===== src/rtl/perf_window_ctrl.sv =====
// perf_window_ctrl: start/stop/clear window control for the perf counters.
// Snapshots cycle/instret at window open and close, reports modular deltas.
module perf_window_ctrl #(
  parameter int CNT_W = 32
) (
  input  logic             clk,
  input  logic             rst,
  input  logic             cmd_valid,
  input  logic [1:0]       cmd_op,
  output logic             cmd_ready,
  input  logic [CNT_W-1:0] win_len,
  input  logic             trig_en,
  input  logic             trig,
  input  logic [CNT_W-1:0] cycle_count,
  input  logic [CNT_W-1:0] inst_count,
  output logic             perf_clr,
  output logic             busy,
  output logic             done,
  output logic             win_expired,
  input  logic             rd_ack,
  output logic [CNT_W-1:0] cycle_delta,
  output logic [CNT_W-1:0] inst_delta
);

  typedef enum logic [2:0] {
    IDLE,
    ARM,
    RUN,
    DONE,
    CLR
  } state_t;

  localparam logic [1:0] OP_START = 2'b01;
  localparam logic [1:0] OP_STOP  = 2'b10;
  localparam logic [1:0] OP_CLEAR = 2'b11;

  localparam logic [CNT_W-1:0] ONE = CNT_W'(1);

  state_t           state;
  logic [CNT_W-1:0] base_cyc;
  logic [CNT_W-1:0] base_inst;
  logic [CNT_W-1:0] win_cnt;
  logic [CNT_W-1:0] len_q;

  logic acc;
  logic start;
  logic stop;
  logic clear;
  logic expire;

  assign acc    = cmd_valid & cmd_ready;
  assign start  = acc & (cmd_op == OP_START);
  assign stop   = acc & (cmd_op == OP_STOP);
  assign clear  = acc & (cmd_op == OP_CLEAR);
  // A zero length means unbounded, so it never matches.
  assign expire = (len_q != '0) &&
                  (win_cnt == len_q - ONE);

  always_ff @(posedge clk) begin
    if (!rst) begin
      state       <= IDLE;
      cmd_ready   <= 1'b1;
      perf_clr    <= 1'b0;
      busy        <= 1'b0;
      done        <= 1'b0;
      win_expired <= 1'b0;
      cycle_delta <= '0;
      inst_delta  <= '0;
      base_cyc    <= '0;
      base_inst   <= '0;
      win_cnt     <= '0;
      len_q       <= '0;
    end else begin
      cmd_ready <= 1'b1;
      perf_clr  <= 1'b0;
      if (clear) begin
        state       <= CLR;
        cmd_ready   <= 1'b0;
        perf_clr    <= 1'b1;
        busy        <= 1'b0;
        done        <= 1'b0;
        win_expired <= 1'b0;
        cycle_delta <= '0;
        inst_delta  <= '0;
      end else begin
        unique case (state)
          IDLE, DONE: begin
            if (start) begin
              len_q       <= win_len;
              busy        <= 1'b1;
              done        <= 1'b0;
              win_expired <= 1'b0;
              if (trig_en) begin
                state <= ARM;
              end else begin
                base_cyc  <= cycle_count;
                base_inst <= inst_count;
                win_cnt   <= '0;
                state     <= RUN;
              end
            end else if (state == DONE && rd_ack) begin
              state       <= IDLE;
              done        <= 1'b0;
              win_expired <= 1'b0;
            end
          end
          ARM: begin
            if (stop) begin
              state <= IDLE;
              busy  <= 1'b0;
            end else if (trig) begin
              base_cyc  <= cycle_count;
              base_inst <= inst_count;
              win_cnt   <= '0;
              state     <= RUN;
            end
          end
          RUN: begin
            if (stop || expire) begin
              cycle_delta <= cycle_count - base_cyc;
              inst_delta  <= inst_count - base_inst;
              done        <= 1'b1;
              win_expired <= ~stop;
              busy        <= 1'b0;
              state       <= DONE;
            end else begin
              win_cnt <= win_cnt + ONE;
            end
          end
          CLR: begin
            state <= IDLE;
          end
          default: begin
            state <= IDLE;
          end
        endcase
      end
    end
  end

endmodule


===== config.mk =====
export PLATFORM = sky130hd
export DESIGN_NAME = perf_window_ctrl
export DESIGN_NICKNAME = d
export VERILOG_FILES = /design/src/rtl/perf_window_ctrl.sv
export SDC_FILE = /design/constraint.sdc
export NUM_CORES = 1
export LEC_CHECK = 0
export BUFFER_PORTS_ARGS = -buffer_cell sky130_fd_sc_hd__buf_2
export CAP_MARGIN = 0
export CORE_MARGIN = 2
export CORE_UTILIZATION = 60
export CTS_BUF_LIST = sky130_fd_sc_hd__clkbuf_8
export CTS_CLUSTER_SIZE = 28
export DETAILED_ROUTE_END_ITERATION = 10
export HOLD_SLACK_MARGIN = 0.12
export PLACE_DENSITY_LB_ADDON = 0.1
export SLEW_MARGIN = 30
export SYNTH_ARGS = -nofsm -noshare
export SYNTH_HDL_FRONTEND = slang
export SYNTH_SLANG_ARGS = --single-unit

===== constraint.sdc =====
create_clock -name clk -period 5.3 [get_ports clk]
set_clock_uncertainty 0.1 [all_clocks]
set_input_delay 1.59 -clock clk [delete_from_list [all_inputs] [get_ports clk]]
set_output_delay 1.59 -clock clk [all_outputs]
set_load 0.05 [all_outputs]

* Word level (Yosys, flattened, before mapping)
Cells that the tools add are included.
** Word-level totals
- Register bits after elaboration :: 200
- Output and inout port bits :: 69
- Word-level logic and storage cells :: 97
** Operators by class
- $add $sub $neg :: 4
- Equality and inequality tests :: 19
- Muxes and demuxes :: 36
- Bitwise gates (word level) :: 7
- Reduce and logical (&&, ||, !) cells :: 18
** Operators by type and width (number)
- 32-bit 2-to-1 mux :: 13
- 32-bit case mux with 2 select lines :: 2
- 32-bit case mux with 3 select lines :: 1
- 32-bit subtractor :: 2
- 32-bit by 1-bit adder with 32-bit output, second input constant :: 1
- 32-bit == test :: 1
- 32-bit nonzero test :: 1
- 32-bit by 1-bit subtractor with 32-bit output, second input constant :: 1
- 3-bit 2-to-1 mux :: 6
- 2-bit inequality test, second input constant :: 7
- 3-bit AND reduction :: 4
- 1-bit 2-to-1 mux :: 9
- 3-bit inequality test, second input constant :: 3
- 3-bit case mux with 3 select lines :: 1
- 4-bit inequality test, second input constant :: 2
- 7-bit AND reduction :: 1
- 3-bit by 2-bit == test with 1-bit output, second input constant :: 2
- 6-bit AND reduction :: 1
- 1-bit AND :: 4
- 2-bit == test, second input constant :: 2
- 1-bit case mux with 2 select lines :: 2
- 4-bit AND reduction :: 1
- 2-bit nonzero test :: 2
- 2-bit OR reduction :: 2
- other kinds (10) :: 13

* Depth between registers and ports, before layout
- Depth in word-level cells :: 7
- Gate-level depth with buffers :: 15
- Gate-level depth less buffers :: 13

* Least setup slack after synthesis
OpenSTA, ideal clock, no wires.
- Path kind :: input-to-reg
- Start :: input port cycle_count[0]
- End :: register cycle_delta[30]
- Data arrival time :: 4.033 ns
- Data required time :: 5.078 ns
- Path slack :: 1.044 ns
- Stages :: 13
- Buffers on the path :: 0
- Cells stage by stage :: inv_1 > ha_1 > fa_1 > nor2b_1 > o2111ai_1 > a31o_2 > a22oi_1 > a311oi_1 > o41ai_1 > a21oi_1 > a21oi_1 > xnor2_1 > a21oi_1
** Between the ends
- Cells in the longest elaborated chain, start to end :: 1
** RTL lines
- from (decl) :: RTL line 14 : input logic [CNT_W-1:0] cycle_count,
- 32-bit subtractor :: RTL line 120 : cycle_delta <= cycle_count - base_cyc;
- to (signal assigned) :: RTL line 120
- to (decl) :: RTL line 21 : output logic [CNT_W-1:0] cycle_delta,
Every way passes these cells.
A chain may end at the register's enable or synchronous reset.

* Worst setup path in the final report
- Start :: input port inst_count[0]
- End :: register inst_delta[30]
** Between the ends
- Cells in the longest elaborated chain, start to end :: 1
** RTL lines
- from (decl) :: RTL line 15 : input logic [CNT_W-1:0] inst_count,
- 32-bit subtractor :: RTL line 121 : inst_delta <= inst_count - base_inst;
- to (signal assigned) :: RTL line 121
- to (decl) :: RTL line 22 : output logic [CNT_W-1:0] inst_delta
Every way passes these cells.

==> results.ini <==
[outcome]
status=finished clean

[floorplanning]
dieArea_um2=21300
die_y_um=146
io_pins=173
die_x_um=146
rows=51
core_area_um2=19600
start_util=0.616

[clock_tree]
post_cts_resized=0
holdBufCountCts=0
cts_tree=yes
path_clk_slew_ns=0.11
cts_buffer_depth=2
clock-sinks=200
postCtsSetupBuffers=0
htree_levels=4
cts_buffers=17
cts-root-buf=clkbuf_8
clock_latency_ns=0.47

[run]
drv_cap=0

[synth]
synth_top_cell_area_share=0.332
yosys-top-cells-area=dfxtp_1 33%, nand2_1 8.0%, ha_1 6.6%
avgSynthCellArea_um2=7.98
yosysSeqAreaShare=0.332
synthesis.area_um2=12100
ys_ff_latch=200
synth_cell_types=75
synthCells=1513
netlist_top_cells_count=256 x nand2_1, 200 x dfxtp_1, 127 x nor2_1
ys_warn_count=0
yosysTopAreaCell=dfxtp_1
synth_edf_count=0
synth.most_common_cell=nand2_1
synth_nets=1683
synthFlopType=dfxtp_1
async_reset_ff_frac=0

[cells_and_area]
multi_input_area_um2=7390
fillers=1704
syn2layout_area_growth_pct=11.6
drive_above_1_share=0.146
final_cells=1926
layout.area.seq_um2=4000
fin_nets=1813

[global_routing]
grt_use_met1=0.340
grt_pass1_wl_mm=48.7
met3_usage=0.0502
grtUsageTotal=0.274
gr-usage-met2=0.480
top_usage_layer=met2
antenna_found_initial=5
grt_pass1_vias=10300
overflow=0
grt_max_degree=81

[critical_path]
path_class=in -> reg
crit_chain=buf_2 > inv_1 > ha_1 > fa_1 > nor2b_1 > o31ai_1 > a221oi_1 > a21oi_1 > o21ai_0 > a21oi_1 > o21ai_0 > o41ai_1 > or4b_1 > nand3_1
worstSetupStartpointType=primary input
end_kind=register
crit_required_ns=5.62
cp.arrival_ns=4.76
cp_max_fo=4
cpPeakStageDelay_ns=0.47
rr_startpoint=len_q[5]
startpoint=inst_count[0]
slowest_stage=or4b_1
path_buf_inv=2
critPathTopFamily=compound AO/OA/AOI/OAI gates

[place]
numPortBuffers=172
place_hpwl_mm=21.3
globalplace.congestion=0.870
dp_cells=1889

[detailed_routing]
drt-initial-drc-count=563
dr_total_vias=10800
drt_pre_antenna_iters=5
vias_per_cell=5.60
wl_mm=29.7
post_drt_wl_per_cell_um=15.4
drtAntennaViolNets=0
drc=0

[power_and_ir_drop]
p_seq_frac=0.470
p_sw_w=0.000997
worst_ir_drop_vdd_v=0.000156
clock_power_share=0.319
comb_power_share=0.210
power_density_nw_per_um2=247
intPower_w=0.00233
p_leak_nw=5.20
switching_share=0.300

[sta]
tightest_slew_ns=0.968
hold_ws_ns=0.369
fin_crit_sh=0.837
slew_viol_final=0
finalSetupTns_ns=0
fin_crit_ns=4.44
final-hold-violation-count=0
slew_headroom=0.355
rsz0062_at_grt=no
max_clock_freq_mhz=225
finalSetupViolCount=0

[min_path]
min_path_type=reg -> reg
hp-start=base_inst[19]

==> power groups by stage <==
stage | registers (W) | clock network [W] | logic, W
after floorplan | 0.00159 | 0 | 0.000516
after global placement | 0.00160 | 0 | 0.000677
after detailed placement | 0.00160 | 0 | 0.000688
after CTS | 0.00156 | 0.00108 | 0.000694
after global routing | 0.00157 | 0.00113 | 0.000780
final | 0.00156 | 0.00106 | 0.000699
==> logic make-up after synthesis <==
kind of cell             count (synthesis)  share of synthesized area
AO/OA/AOI/OAI                          351                      0.199
AND/OR/NAND/NOR                        579                      0.225
adder cells (fa/ha/maj)                 66                     0.0697
multiplexers                            41                     0.0341
flip-flops                             200                      0.332
XOR/XNOR                               114                     0.0827
buffers and inverters                  162                     0.0577
==> registers in the layout (all words and copies together), names as in the netlist <==
register     flops
base_cyc        32
base_inst       32
busy             1
cmd_ready        1
cycle_delta     32
done             1
inst_delta      32
len_q           32
perf_clr         1
state            3
win_cnt         32
win_expired      1
==> tightest hold or removal path: stages (launching register included) <==
cell      delay (ns)
dfxtp_1         0.32
nand2_1         0.05
a21boi_0        0.06
==> metrics by stage <==
step	total power, W	util	instance area, um^2	setup slack [ns]
2_1_floorplan	0.00211	-	12100	1.04
3_3_place_gp	0.00227	0.665	13000	0.518
3_5_place_dp	0.00229	0.665	13000	0.453
4_1_cts	0.00334	0.687	13500	0.925
5_1_grt	0.00348	0.687	13500	0.683
6_report	0.00332	0.687	13500	0.862
==> metal layers <==
metal | wire [um] | vias to the layer above
met5 | 13 | -
met4 | 720 | 2
met3 | 1460 | 52
met2 | 14400 | 242
met1 | 13100 | 5028
li1 | - | 5469
==> worst paths after layout <==
check | depth (start not counted) | slack, ns | to
worst min register to register | 2 | 0.37 | base_inst[19]
worst max-delay path | 14 | 0.86 | inst_delta[30]
worst max register to register | 10 | 1.08 | win_cnt[31]
worst min-delay path | 2 | 0.37 | base_inst[19]
==> area by class of cell <==
cell class              count  share of cell area
clock inverters            13              0.0123
flip-flops and latches    200               0.297
diodes                      5            0.000929
clock buffers              19              0.0194
inverters                  91              0.0254
well taps                 265              0.0246
multi-input cells        1151               0.549
repair buffers            182              0.0714
==> layout by cell type (no fill, tap or decap), drive strengths merged, types with 19 or more instances in the layout <==
cell type    n
nand4       19
a21oi       79
nand2      256
o21ai       48
ha          64
dfxtp      200
nor3        32
clkbuf      19
inv         95
buf        182
mux2i       40
nor2       127
a21o        22
xor2        44
xnor2       70
nand3       23
a21boi      99
No activity file was read; power rests on OpenSTA's default activity.
